## src/rtl/tone_alarm_gen.sv

```systemverilog
// Alarm-tone generator for the PmodAMP2 path: continuous tone, counted beep cadence, or two-tone siren.
// Optional feature macro: TONE_SIREN_EN (defined: mode 2 alternates tone A/B; undefined: mode 2 acts as mode 0).
module tone_alarm_gen #(
    parameter int unsigned HALF_A     = 113636,
    parameter int unsigned HALF_B     = 75843,
    parameter int unsigned DIV_W      = 17,
    parameter int unsigned CAD_CYCLES = 25000000,
    parameter int unsigned CAD_W      = 25,
    parameter int unsigned BEEP_COUNT = 3,
    parameter bit          GAIN_HI    = 1'b0
) (
    input  logic       clk,
    input  logic       rst_n,
    input  logic       buzzer_on,
    input  logic       NoBuzz,
    input  logic [1:0] mode,
    output logic       audio_out,
    output logic       amp_gain,
    output logic       amp_shdn,
    output logic       busy,
    output logic       done
);

    typedef enum logic [1:0] {
        S_IDLE = 2'd0,
        S_ON   = 2'd1,
        S_OFF  = 2'd2
    } state_e;

    localparam int unsigned BC_W = $clog2(BEEP_COUNT + 1);

    localparam logic [DIV_W-1:0] A_LAST    = DIV_W'(HALF_A - 1);
    localparam logic [CAD_W-1:0] CAD_LAST  = CAD_W'(CAD_CYCLES - 1);
    localparam logic [BC_W-1:0]  BEEP_LAST = BC_W'(BEEP_COUNT);

    if (HALF_A < 2 || HALF_B < 2 || CAD_CYCLES < 1 || BEEP_COUNT < 1) begin : g_param_check
        $error("tone_alarm_gen: illegal parameter value");
    end

    state_e           state_q, state_d;
    logic             buz_prev_q;
    logic             armed_q;
    logic [1:0]       mode_q, mode_d;
    logic [DIV_W-1:0] tone_cnt_q, tone_cnt_d;
    logic [CAD_W-1:0] cad_cnt_q, cad_cnt_d;
    logic [BC_W-1:0]  beep_cnt_q, beep_cnt_d;
    logic             spk_q, spk_d;
    logic             done_q, done_d;
    logic             shdn_q, shdn_d;
    logic [DIV_W-1:0] half_last;
    logic             cad_wrap;
    logic             start;
    logic             is_beep;
    logic             tone_clr;

`ifdef TONE_SIREN_EN
    localparam logic [DIV_W-1:0] B_LAST = DIV_W'(HALF_B - 1);
    logic tone_sel_q, tone_sel_d;
    logic is_siren;

    assign is_siren  = (mode_q == 2'd2);
    assign half_last = tone_sel_q ? B_LAST : A_LAST;
`else
    assign half_last = A_LAST;
`endif

    // A level that is already high when reset releases must not start a run,
    // so starts are only armed once buzzer_on has been seen low.
    assign start    = buzzer_on && !buz_prev_q && armed_q;
    assign cad_wrap = (cad_cnt_q == CAD_LAST);
    assign is_beep  = (mode_q == 2'd1);

    always_ff @(posedge clk or negedge rst_n) begin
        if (!rst_n) begin
            state_q    <= S_IDLE;
            buz_prev_q <= 1'b0;
            armed_q    <= 1'b0;
            mode_q     <= 2'd0;
            tone_cnt_q <= '0;
            cad_cnt_q  <= '0;
            beep_cnt_q <= '0;
            spk_q      <= 1'b0;
            done_q     <= 1'b0;
            shdn_q     <= 1'b0;
`ifdef TONE_SIREN_EN
            tone_sel_q <= 1'b0;
`endif
        end else begin
            state_q    <= state_d;
            buz_prev_q <= buzzer_on;
            armed_q    <= armed_q | ~buzzer_on;
            mode_q     <= mode_d;
            tone_cnt_q <= tone_cnt_d;
            cad_cnt_q  <= cad_cnt_d;
            beep_cnt_q <= beep_cnt_d;
            spk_q      <= spk_d;
            done_q     <= done_d;
            shdn_q     <= shdn_d;
`ifdef TONE_SIREN_EN
            tone_sel_q <= tone_sel_d;
`endif
        end
    end

    always_comb begin
        state_d    = state_q;
        mode_d     = mode_q;
        cad_cnt_d  = cad_cnt_q;
        beep_cnt_d = beep_cnt_q;
        done_d     = 1'b0;
        tone_clr   = 1'b0;
`ifdef TONE_SIREN_EN
        tone_sel_d = tone_sel_q;
`endif
        case (state_q)
            S_IDLE: begin
                if (start) begin
                    state_d    = S_ON;
                    mode_d     = mode;
                    cad_cnt_d  = '0;
                    beep_cnt_d = '0;
`ifdef TONE_SIREN_EN
                    tone_sel_d = 1'b0;
`endif
                end
            end
            S_ON: begin
                if (!buzzer_on) begin
                    state_d = S_IDLE;
                end else begin
                    cad_cnt_d = cad_wrap ? '0 : cad_cnt_q + 1'b1;
                    if (cad_wrap && is_beep) begin
                        state_d    = S_OFF;
                        beep_cnt_d = beep_cnt_q + 1'b1;
                    end
`ifdef TONE_SIREN_EN
                    if (cad_wrap && is_siren) begin
                        tone_sel_d = ~tone_sel_q;
                        tone_clr   = 1'b1;
                    end
`endif
                end
            end
            S_OFF: begin
                if (!buzzer_on) begin
                    state_d = S_IDLE;
                end else begin
                    cad_cnt_d = cad_wrap ? '0 : cad_cnt_q + 1'b1;
                    if (cad_wrap) begin
                        if (beep_cnt_q < BEEP_LAST) begin
                            state_d = S_ON;
                        end else begin
                            state_d = S_IDLE;
                            done_d  = 1'b1;
                        end
                    end
                end
            end
            default: state_d = S_IDLE;
        endcase

        // Tone runs only while staying in ON unmuted; anything else restarts it from phase 0.
        if (state_q == S_ON && state_d == S_ON && !NoBuzz && !tone_clr) begin
            if (tone_cnt_q == half_last) begin
                tone_cnt_d = '0;
                spk_d      = ~spk_q;
            end else begin
                tone_cnt_d = tone_cnt_q + 1'b1;
                spk_d      = spk_q;
            end
        end else begin
            tone_cnt_d = '0;
            spk_d      = 1'b0;
        end

        shdn_d = (state_d != S_IDLE) && !NoBuzz;
    end

    always_comb begin
        busy      = (state_q != S_IDLE);
        audio_out = spk_q;
        amp_shdn  = shdn_q;
        done      = done_q;
        amp_gain  = GAIN_HI;
    end

endmodule

```

## config.mk

```make
export PLATFORM = sky130hd
export DESIGN_NAME = tone_alarm_gen
export DESIGN_NICKNAME = d
export VERILOG_FILES = /design/src/rtl/tone_alarm_gen.sv
export SDC_FILE = /design/constraint.sdc
export NUM_CORES = 1
export LEC_CHECK = 0
export CAP_MARGIN = 20
export CORE_ASPECT_RATIO = 1.5
export CORE_MARGIN = 3
export CORE_UTILIZATION = 45
export CTS_BUF_LIST = sky130_fd_sc_hd__clkbuf_4
export DETAILED_ROUTE_END_ITERATION = 8
export RECOVER_POWER = 100
export SYNTH_ARGS = -nofsm -noshare
export SYNTH_HDL_FRONTEND = slang
export SYNTH_SLANG_ARGS = --single-unit
export TNS_END_PERCENT = 50
```

## constraint.sdc

```tcl
create_clock -name clk -period 3.5 [get_ports clk]
set_clock_uncertainty 0.1 [all_clocks]
set_input_delay 0.875 -clock clk [delete_from_list [all_inputs] [get_ports clk]]
set_output_delay 0.875 -clock clk [all_outputs]
set_load 0.01 [all_outputs]
```

==> impl_metrics.ini <==
[outcome]
status = complete, no violations

[grt]
grt_pass1_vias = 2487
grt_overflow = 0
grt_first_pass_wirelength_mm = 11.9
grt_max_degree = 34
antenna_found_initial = 0
grt_busiest_layer = met2
grtUsageMet2 = 0.327
track_usage = 0.188
grtUsageMet3 = 0.0279
globalRouteMet1Util = 0.231

[clock_network]
clk_path_buf_depth = 2
cts_buffers = 5
htree_levels = 2
path_clk_slew_ns = 0.15
cts_tree = built
ctsResizeCount = 0
cts-root-buf = clkbuf_4
cts_hold_buf = 0
cts.sinks = 53
cts_setup_buffers = 0
clk_latency_ns = 0.37

[placement]
numPortBuffers = 9
dp_hpwl_mm = 5.06
gp_congestion = 0.862
post-place-ws_ns = 0.501

[critical_path]
critPathKind = reg2reg
end_kind = register
rr_worst_depth = 6
crit_fanout = 11
start_kind = register
worst_ep_arrival_time_ns = 3.20
required_ns = 3.66

[worst_hold_path]
hold_depth = 1
min_path_type = reg2reg

[power]
clkPwrFrac = 0.194
pwr-share-comb = 0.325
p_sw_uw = 562
irDropWorstVdd_mv = 0.264
p_per_area_nw_per_um2 = 439
pwr-share-seq = 0.480
switching_share = 0.391
p_leak_nw = 1.27
p_int_uw = 875

[synthesis]
ys_seq_area_frac = 0.424
ys_types = 61
syn_nets = 336
ys_ff_latch = 53
avgSynthCellArea_sq_um = 9.68
syn_area_sq_um = 3130
synthArstFlopShare = 1.00
synth_edf_count = 0
yosysWarnings = 0
synthCells = 323
synth-main-ff-cell = dfrtp_1

[detailed_routing]
routed_wl_mm = 6.92
vias = 2465
wire_per_inst_um = 16.8
vias_per_cell = 6.00
postRouteAntennaNets = 0
drt_iter0_drc = 231
drt_pre_antenna_iters = 4
drcViolationCount = 0

[floorplanning]
die_area_sq_um = 8010
num_io_pins = 11
core_area_sq_um = 6620
rows = 36
die_w_um = 74.1
die_h_um = 108
start_util = 0.472

[cells_and_area]
num-fill-cells = 640
syn2layout_area_growth_pct = 4.52
num_antenna_cells = 0
mostFrequentLayoutCell = dfrtp_1
drive_above_1_share = 0.0955
final_util = 0.494
mostFrequentLayoutCells = dfrtp_1, nand2_1, nor2_1
final_net_count = 347

[timing]
final-hold-violation-count = 0
fmax_ghz = 0.329
final.setup.tns_ns = 0
worst_slack_ns = 0.457
holdWs_ns = 0.405
max_slew_margin = 0.257
rsz0062_at_grt = false
finalCritPeriodShare = 0.869
period_minus_slack_ns = 3.04
slew_viol_final = 0
finalSetupViolations = 0
tightest_slew_ns = 1.11

[flow_run]
drv_cap = 0
## power by group through the flow
stage | Clock [mW] | Combinational, mW | Sequential [mW]
after floorplan | 0 | 0.357 | 0.693
after global placement | 0 | 0.504 | 0.700
after detailed placement | 0 | 0.503 | 0.702
after CTS | 0.297 | 0.505 | 0.690
after global routing | 0.313 | 0.529 | 0.698
final | 0.279 | 0.468 | 0.690
## per-layer routing
layer / vias to the layer above / part of all wire
li1: 1219 / -
met1: 1202 / 0.43
met2: 33 / 0.53
met3: 11 / 0.019
met4: 0 / 0.022
met5: - / 0
## flip-flops by register name (all words and copies together), names as in the netlist
name and flops:
state_q 2, amp_shdn 1, mode_q 2, tone_cnt_q 17, armed_q 1, beep_cnt_q 2
cad_cnt_q 25, done 1, audio_out 1, buz_prev_q 1
## final cells by class
type	instances	area, sq um	area share
Timing Repair Buffer	17	125	0.0383
Multi-Input combinational cell	243	1610	0.493
Sequential cell	53	1330	0.406
Clock inverter	2	15.0	0.00459
Inverter	14	52.6	0.0161
Clock buffer	6	45.0	0.0138
Tap cell	76	95.1	0.0291
## synth_stat cells, types with 2 or more instances
library cell  number  area, sq um
a2111oi_0          9         78.8
a211oi_1           3         22.5
a21boi_0           2         15.0
a21o_1             3         22.5
a21oi_1           14         70.1
a22o_1             3         26.3
a31oi_1            3         18.8
and3_1             5         31.3
and4_1             5         43.8
buf_4              3         22.5
clkbuf_1           8         30.0
dfrtp_1           53         1330
ha_1               7         87.6
inv_1             14         52.6
mux2_2             3         33.8
nand2_1           22         82.6
nand2b_1           4         25.0
nand3_1           18         90.1
nand4_1           15         93.8
nand4b_1           2         17.5
nor2_1            20         75.1
nor2b_1            2         12.5
nor3_1             8         40.0
nor3_2            10          100
nor4_1             8         50.1
o21ai_0           13         65.1
or2b_2             2         17.5
or3_1              2         12.5
or4_1              4         30.0
or4_2              2         17.5
or4_4              2         22.5
xnor2_1           15          131
xor2_1            11         96.3
## critical path, stage by stage, from the launching register on
cell	delay, ns
dfrtp_1	0.49
or4_1	0.56
or4_1	0.67
nor3_1	0.24
o22a_1	0.42
clkbuf_2	0.35
nor3_1	0.10
## path summary, 6_finish.rpt
kind	start	slack [ns]	end
max	cad_cnt_q[7]$_DFFE_PN0P_	0.46	tone_cnt_q[11]$_DFF_PN0_
min	armed_q$_DFF_PN0_	0.41	armed_q$_DFF_PN0_
max reg2reg	cad_cnt_q[7]$_DFFE_PN0P_	0.46	tone_cnt_q[11]$_DFF_PN0_
min reg2reg	armed_q$_DFF_PN0_	0.41	armed_q$_DFF_PN0_
max in group asynchronous	rst_n	1.33	cad_cnt_q[17]$_DFFE_PN0P_
min in group asynchronous	rst_n	0.58	cad_cnt_q[2]$_DFFE_PN0P_
## logic make-up (layout without fill, tap and decap cells)
logic type | after synthesis | count (layout) | synth area share
mux | 4 | 4 | 0.0140
other cells | 1 | 1 | 0.00120
buf+inv | 27 | 39 | 0.0416
simple gates | 145 | 145 | 0.287
xor+xnor | 26 | 26 | 0.0728
fa+ha+maj | 7 | 7 | 0.0280
compound gates | 60 | 60 | 0.132
flops | 53 | 53 | 0.424
## stage by stage
stage / instances / area [sq um] / total power [mW]
final: 411 / 3270 / 1.44
after CTS: 411 / 3350 / 1.49
after detailed placement: 403 / 3290 / 1.20
after floorplan: 323 / 3130 / 1.05
after global placement: 403 / 3290 / 1.20
after global routing: 411 / 3270 / 1.54
Note: power is estimated with default switching activity, not from simulation.
